## config.mk

```make
export PLATFORM = sky130hd
export DESIGN_NAME = mem_rd_scheduler_flat
export DESIGN_NICKNAME = d
export VERILOG_FILES = /design/src/rtl/mem_rd_scheduler_if.sv /design/src/rtl/mem_rd_scheduler.sv /design/src/flat_wrapper.sv
export SDC_FILE = /design/constraint.sdc
export NUM_CORES = 1
export LEC_CHECK = 0
export CAP_MARGIN = 20
export CORE_MARGIN = 3
export CORE_UTILIZATION = 26
export DETAILED_ROUTE_END_ITERATION = 7
export PLACE_DENSITY = 0.68
export SLEW_MARGIN = 5
export SYNTH_ARGS = -nofsm -noshare
export SYNTH_HDL_FRONTEND = slang
export SYNTH_SLANG_ARGS = --single-unit
```

## constraint.sdc

```tcl
create_clock -name clk_bus -period 1.9 [get_ports clk_bus]
set_input_delay 0.475 -clock clk_bus [delete_from_list [all_inputs] [get_ports clk_bus]]
set_output_delay 0.475 -clock clk_bus [all_outputs]
set_load 0.01 [all_outputs]
```

## src/rtl/mem_rd_scheduler_if.sv

```systemverilog
// Bus bundle between the read scheduler and its requesters / memory port.
//   master : scheduler side (drives grants, memory address, return strobes,
//            outstanding count and the sticky tag error)
//   slave  : requester / memory side
//   req_vld/req_addr/req_gnt        per-requester request handshake
//   sch2mem_r_addr/_vld, mem2sch_r_rdy  address channel to memory
//   mem2sch_data/_en                 in-order read return from memory
//   sch2req_data/_en                 return broadcast + one-hot strobe
//   outstanding, tag_err             status
interface mem_rd_scheduler_if #(
  parameter int nReq       = 4,
  parameter int rAddrWidth = 28,
  parameter int rDataWidth = 64,
  parameter int MaxOut     = 4
);
  localparam int CntW = $clog2(MaxOut) + 1;

  logic [nReq-1:0]            req_vld;
  logic [nReq*rAddrWidth-1:0] req_addr;
  logic [nReq-1:0]            req_gnt;
  logic [rAddrWidth-1:0]      sch2mem_r_addr;
  logic                       sch2mem_r_vld;
  logic                       mem2sch_r_rdy;
  logic [rDataWidth-1:0]      mem2sch_data;
  logic                       mem2sch_data_en;
  logic [rDataWidth-1:0]      sch2req_data;
  logic [nReq-1:0]            sch2req_data_en;
  logic [CntW-1:0]            outstanding;
  logic                       tag_err;

  modport master (
    input  req_vld, req_addr, mem2sch_r_rdy, mem2sch_data, mem2sch_data_en,
    output req_gnt, sch2mem_r_addr, sch2mem_r_vld, sch2req_data,
           sch2req_data_en, outstanding, tag_err
  );

  modport slave (
    output req_vld, req_addr, mem2sch_r_rdy, mem2sch_data, mem2sch_data_en,
    input  req_gnt, sch2mem_r_addr, sch2mem_r_vld, sch2req_data,
           sch2req_data_en, outstanding, tag_err
  );
endinterface

```

## src/rtl/mem_rd_scheduler.sv

```systemverilog
// Round-robin read scheduler: arbitrates nReq requesters onto one memory
// read address channel, tracks up to MaxOut in-flight reads in an in-order
// tag FIFO and steers each return strobe back to the requester that issued it.
// Ports:
//   clk_bus : bus clock, rising-edge
//   rst_bus : asynchronous active-high reset
//   bus     : mem_rd_scheduler_if.master (request, memory and return signals)
module mem_rd_scheduler #(
  parameter int nReq       = 4,
  parameter int rAddrWidth = 28,
  parameter int rDataWidth = 64,
  parameter int MaxOut     = 4
) (
  input  logic                clk_bus,
  input  logic                rst_bus,
  mem_rd_scheduler_if.master  bus
);
  localparam int IdxW = $clog2(nReq);
  localparam int PtrW = $clog2(MaxOut);
  localparam int CntW = PtrW + 1;
  localparam logic [CntW-1:0] MaxCnt  = CntW'(MaxOut);
  localparam logic [IdxW-1:0] LastIdx = IdxW'(nReq - 1);

  typedef enum logic [1:0] {IDLE, ISSUE, FULL} state_t;

  state_t                r_state;
  state_t                w_state_nxt;
  logic [IdxW-1:0]       r_last_gnt;
  logic [rAddrWidth-1:0] r_addr;
  logic [IdxW-1:0]       r_tags [MaxOut];
  logic [PtrW-1:0]       r_wr_ptr;
  logic [PtrW-1:0]       r_rd_ptr;
  logic [CntW-1:0]       r_outstanding;
  logic                  r_tag_err;

  logic [IdxW-1:0]       w_cand;
  logic [IdxW-1:0]       w_sel;
  logic                  w_found;
  logic                  w_full;
  logic                  w_grant;
  logic                  w_push;
  logic                  w_ret;
  logic                  w_spurious;

  // Round-robin search starting one past the last granted requester.
  always_comb begin
    w_found = 1'b0;
    w_sel   = '0;
    w_cand  = '0;
    for (int unsigned k = 1; k <= nReq; k++) begin
      w_cand = IdxW'((32'(r_last_gnt) + k) % nReq);
      if (!w_found && bus.req_vld[w_cand]) begin
        w_found = 1'b1;
        w_sel   = w_cand;
      end
    end
  end

  assign w_full     = (r_outstanding == MaxCnt);
  // Gated by reset so the combinational grant is quiet while reset is held.
  assign w_grant    = (r_state == IDLE) && !w_full && w_found && !rst_bus;
  assign w_push     = (r_state == ISSUE) && bus.mem2sch_r_rdy;
  assign w_ret      = bus.mem2sch_data_en && (r_outstanding != '0);
  assign w_spurious = bus.mem2sch_data_en && (r_outstanding == '0);

  always_comb begin
    w_state_nxt         = r_state;
    bus.req_gnt         = '0;
    bus.sch2mem_r_vld   = 1'b0;
    bus.sch2req_data_en = '0;
    case (r_state)
      IDLE: begin
        if (w_full) begin
          w_state_nxt = FULL;
        end else if (w_grant) begin
          w_state_nxt          = ISSUE;
          bus.req_gnt[w_sel]   = 1'b1;
        end
      end
      ISSUE: begin
        bus.sch2mem_r_vld = 1'b1;
        if (bus.mem2sch_r_rdy) w_state_nxt = IDLE;
      end
      FULL: begin
        if (!w_full) w_state_nxt = IDLE;
      end
      default: w_state_nxt = IDLE;
    endcase
    if (w_ret) bus.sch2req_data_en[r_tags[r_rd_ptr]] = 1'b1;
  end

  always_ff @(posedge clk_bus or posedge rst_bus) begin
    if (rst_bus) begin
      r_state       <= IDLE;
      r_last_gnt    <= LastIdx;
      r_addr        <= '0;
      r_wr_ptr      <= '0;
      r_rd_ptr      <= '0;
      r_outstanding <= '0;
      r_tag_err     <= 1'b0;
    end else begin
      r_state <= w_state_nxt;
      if (w_grant) begin
        r_addr     <= bus.req_addr[w_sel*rAddrWidth +: rAddrWidth];
        r_last_gnt <= w_sel;
      end
      if (w_push) r_wr_ptr <= r_wr_ptr + 1'b1;
      if (w_ret)  r_rd_ptr <= r_rd_ptr + 1'b1;
      if (w_push && !w_ret) begin
        r_outstanding <= r_outstanding + 1'b1;
      end else if (!w_push && w_ret) begin
        r_outstanding <= r_outstanding - 1'b1;
      end
      if (w_spurious) r_tag_err <= 1'b1;
    end
  end

  // Tag storage needs no reset: the pointers define what is valid.
  // last_gnt still holds the issuing requester while in ISSUE.
  always_ff @(posedge clk_bus) begin
    if (w_push) r_tags[r_wr_ptr] <= r_last_gnt;
  end

  assign bus.sch2req_data   = bus.mem2sch_data;
  assign bus.sch2mem_r_addr = r_addr;
  assign bus.outstanding    = r_outstanding;
  assign bus.tag_err        = r_tag_err;
endmodule

```

## src/flat_wrapper.sv

```systemverilog
// flat-port wrapper written by rule: the top's interface ports become plain ports
module mem_rd_scheduler_flat 
#(
  parameter int nReq       = 4,
  parameter int rAddrWidth = 28,
  parameter int rDataWidth = 64,
  parameter int MaxOut     = 4
)
  (clk_bus, rst_bus, bus_req_vld, bus_req_addr, bus_mem2sch_r_rdy, bus_mem2sch_data, bus_mem2sch_data_en, bus_req_gnt, bus_sch2mem_r_addr, bus_sch2mem_r_vld, bus_sch2req_data, bus_sch2req_data_en, bus_outstanding, bus_tag_err);
  mem_rd_scheduler_if #(.nReq(nReq), .rAddrWidth(rAddrWidth), .rDataWidth(rDataWidth), .MaxOut(MaxOut)) bus_i ();
  input  logic clk_bus;
  input  logic rst_bus;
  input wire logic [$bits(bus_i.req_vld)-1:0] bus_req_vld;
  input wire logic [$bits(bus_i.req_addr)-1:0] bus_req_addr;
  input wire logic [$bits(bus_i.mem2sch_r_rdy)-1:0] bus_mem2sch_r_rdy;
  input wire logic [$bits(bus_i.mem2sch_data)-1:0] bus_mem2sch_data;
  input wire logic [$bits(bus_i.mem2sch_data_en)-1:0] bus_mem2sch_data_en;
  output wire logic [$bits(bus_i.req_gnt)-1:0] bus_req_gnt;
  output wire logic [$bits(bus_i.sch2mem_r_addr)-1:0] bus_sch2mem_r_addr;
  output wire logic [$bits(bus_i.sch2mem_r_vld)-1:0] bus_sch2mem_r_vld;
  output wire logic [$bits(bus_i.sch2req_data)-1:0] bus_sch2req_data;
  output wire logic [$bits(bus_i.sch2req_data_en)-1:0] bus_sch2req_data_en;
  output wire logic [$bits(bus_i.outstanding)-1:0] bus_outstanding;
  output wire logic [$bits(bus_i.tag_err)-1:0] bus_tag_err;
  assign bus_i.req_vld = bus_req_vld;
  assign bus_i.req_addr = bus_req_addr;
  assign bus_i.mem2sch_r_rdy = bus_mem2sch_r_rdy;
  assign bus_i.mem2sch_data = bus_mem2sch_data;
  assign bus_i.mem2sch_data_en = bus_mem2sch_data_en;
  assign bus_req_gnt = bus_i.req_gnt;
  assign bus_sch2mem_r_addr = bus_i.sch2mem_r_addr;
  assign bus_sch2mem_r_vld = bus_i.sch2mem_r_vld;
  assign bus_sch2req_data = bus_i.sch2req_data;
  assign bus_sch2req_data_en = bus_i.sch2req_data_en;
  assign bus_outstanding = bus_i.outstanding;
  assign bus_tag_err = bus_i.tag_err;
  mem_rd_scheduler #(.nReq(nReq), .rAddrWidth(rAddrWidth), .rDataWidth(rDataWidth), .MaxOut(MaxOut)) u_core (.clk_bus(clk_bus), .rst_bus(rst_bus), .bus(bus_i));
endmodule
```

==> impl_metrics.yaml <==
global_routing:
  antenna_found_initial: 0
  met3_usage: 0.0382
  grt_pass1_vias: 3657
  grt_pass1_wl_um: 19600
  grt_overflow: 0
  gr-max-usage-layer: "met2"
  use_met1: 0.181
  track_usage: 0.156
  grt_max_degree: 57
  met2_usage: 0.286
route:
  drc: 0
  vias: 3378
  ant_nets: 0
  via_per_inst: 4.66
  drt_iter0_drc: 171
  wirelength_um: 12600
  first_pass_iters: 4
  wl_per_cell_um: 17.4
synthesis:
  yosys-mux-area-fraction: 0.101
  synthDistinctLibCells: 48
  syn_nets: 568
  yosys.area_share.simple: 0.166
  synthAdderAreaFrac: 0.0225
  synth_ff_type: "dfrtp_1"
  synth-edff-count: 8
  yosys_warnings: 0
  syn_avg_cell_area_sq_um: 9.69
  synthArstFlopShare: 0.833
  netlist_area_sq_um: 3660
  synth_xor_area_frac: 0.0143
  synth-compound-area-share: 0.166
  yosys_register_bits: 48
  synth_top_family_by_area: "buffers and inverters"
  syn_inst: 378
  ys_seq_area_frac: 0.340
status:
  status: "finished with violations"
  violations: "negative setup slack"
cells_and_area:
  area_growth_pct: 65.6
  multiInputGateArea_sq_um: 1930
  fill_cells: 1257
  regArea_sq_um: 1240
  layout-drive-gt1-share: 0.361
  finalNetCount: 738
  final_cell_mix: "clkdlybuf4s50_1 (143), buf_4 (64), nand2_1 (47)"
  antenna_cells: 0
  final_core_util: 0.449
  layout_commonest_cell: "clkdlybuf4s50_1"
  final_area_sq_um: 6060
timing:
  finalSetupViolations: 38
  setup_slack_ns: -0.286
  hold_viol_final: 0
  min_period_over_period: 1.15
  period_needed_ns: 2.19
  tightest_slew_ns: 0.417
  rsz0062_at_grt: "yes"
  slew_headroom: 0.722
  hold_ws_ns: 0.308
  slew_viol_final: 0
  fmax_ghz: 0.457
  fin_skew_ns: 0.0127
floorplanning:
  initial_core_util: 0.271
  rows: 42
  fp.dieH_um: 125
  fp.dieW_um: 125
  io_pins: 289
  core_area_sq_um: 13500
  die-area_sq_um: 15500
pwr:
  p_seq_frac: 0.211
  netSwitchingFraction: 0.360
  p_int_w: 0.00557
  irDropWorstVdd_mv: 0.481
  power.switching_w: 0.00314
  pwr_density_cell_nw_per_um2: 1440
  p_total_w: 0.00871
  leakage_nw: 2.57
  pwr-share-comb: 0.654
  pwr-share-clk: 0.135
place:
  portBuffers: 160
  dp_hpwl_um: 9290
  place_area_sq_um: 5300
  finalWeightedCongestion: 0.863
clocking:
  holdBufCountCts: 0
  h-tree-depth: 2
  cts_made_buffers: 5
  clockRootBuffer: "clkbuf_16"
  cts_tree: "done"
  clock-sinks: 48
  clock_latency_ns: 0.29
  clk_path_buf_depth: 2
  clkTransAtPathRegs_ns: 0.08
critical_path:
  cp.arrival_ns: 1.71
  critPathRequiredTime_ns: 1.42
  crit_fanout: 6
  start_kind: "flop"
  path_class: "flop to output port"
  end_kind: "output port"
min_path:
  min-delay-path-class: "input port to asynchronous set/reset pin"
job:
  cap_viol_max_count: 0
-- cells by family after synthesis --
group | count (synthesis)
AOI/OAI and AO/OA | 73
xor gates and xnor gates | 6
adders and majority gates | 6
buffers and inverters | 94
DFF | 48
muxes | 24
and+or+nand+nor | 127
-- worst max-delay path: stages, from the launching register on --
cell and delay, ns:
dfstp_2 0.58, buf_12 0.13, nor3b_4 0.05, a311oi_4 0.30, nand2_1 0.13, nor2_2 0.12, buf_6 0.12
-- through the flow --
step           std cells  worst slack (ns)  TNS [ns]
2_1_floorplan        378           -0.0422   -0.0780
3_3_place_gp         681            -0.868    -25.69
3_5_place_dp         681            -0.900    -27.31
4_1_cts              718            -0.319     -5.42
5_1_grt              725            -0.399     -9.78
6_report             725            -0.286     -6.18
-- power groups by stage --
| stage | registers, W | logic, W | clock network, W |
|---|---|---|---|
| floorplan | 0.00203 | 0.00262 | 0 |
| global placement | 0.00184 | 0.00456 | 0 |
| detailed placement | 0.00186 | 0.00468 | 0 |
| CTS | 0.00184 | 0.00560 | 0.00121 |
| global route | 0.00191 | 0.00616 | 0.00126 |
| finish | 0.00184 | 0.00570 | 0.00118 |
-- final timing paths --
kind / start / end / slack (ns) / cells after the start
setup / recovery: u_core.r_last_gnt[0]$_DFFE_PP1N_ / bus_req_gnt[3] / -0.29 / 6
hold / removal: rst_bus / u_core.bus.sch2mem_r_addr[14]$_DFFE_PP0N_ / 0.31 / 3
setup reg to reg: u_core.r_last_gnt[0]$_DFFE_PP1N_ / u_core.bus.sch2mem_r_addr[20]$_DFFE_PP0N_ / -0.22 / 9
hold reg to reg: u_core.bus.tag_err$_DFFE_PP0P_ / u_core.bus.tag_err$_DFFE_PP0P_ / 0.47 / 1
max in group asynchronous: rst_bus / u_core.r_rd_ptr[0]$_DFFE_PP0P_ / 1.11 / 4
min in group clk_bus: u_core.bus.tag_err$_DFFE_PP0P_ / u_core.bus.tag_err$_DFFE_PP0P_ / 0.47 / 1
-- synth_stat cells (all sizes together) (4+ instances only) --
cell type  instances  share of area
inv                9         0.0092
and2               4         0.0068
clkbuf             7         0.0072
and3               6          0.010
nor3               5         0.0068
nand2             48          0.049
nand3b             7          0.014
xnor2              4         0.0096
o21ai              4         0.0065
nand2b             4         0.0089
buf               77           0.17
a221oi            28          0.067
dfrtp             38           0.26
a21oi             26          0.057
mux2              22          0.089
ha                 5          0.017
edfxtp             8          0.066
a31oi              7          0.012
nor2              39          0.041
or3b               7          0.017
-- routing by layer --
layer	up-vias	share of wire
met2	145	0.52
met1	1613	0.39
met3	24	0.075
met5	-	0
li1	1596	-
met4	0	0.015
-- sequential cells by signal (all words and copies together) (netlist names) --
register	flops
u_core.r_state	2
u_core.r_tags	8
u_core.r_last_gnt	2
u_core.bus.sch2mem_r_addr	28
u_core.bus.tag_err	1
u_core.r_wr_ptr	2
u_core.bus.outstanding	3
u_core.r_rd_ptr	2
-- final cells by class --
class	instances	area share
clock buffers	5	0.0206
clock inverters	3	0.0113
inverters	9	0.00557
multi-input cells	236	0.318
flip-flops and latches	48	0.205
well taps	176	0.0363
repair buffers	248	0.403
-- what timing repair did --
action	in CTS	in global routing
gates resized for setup	107	9
cloned	3	0
setup endpoints to repair	39	38
pin swaps	23	12
buffers inserted	26	7
(Power assumes the default switching activity.)
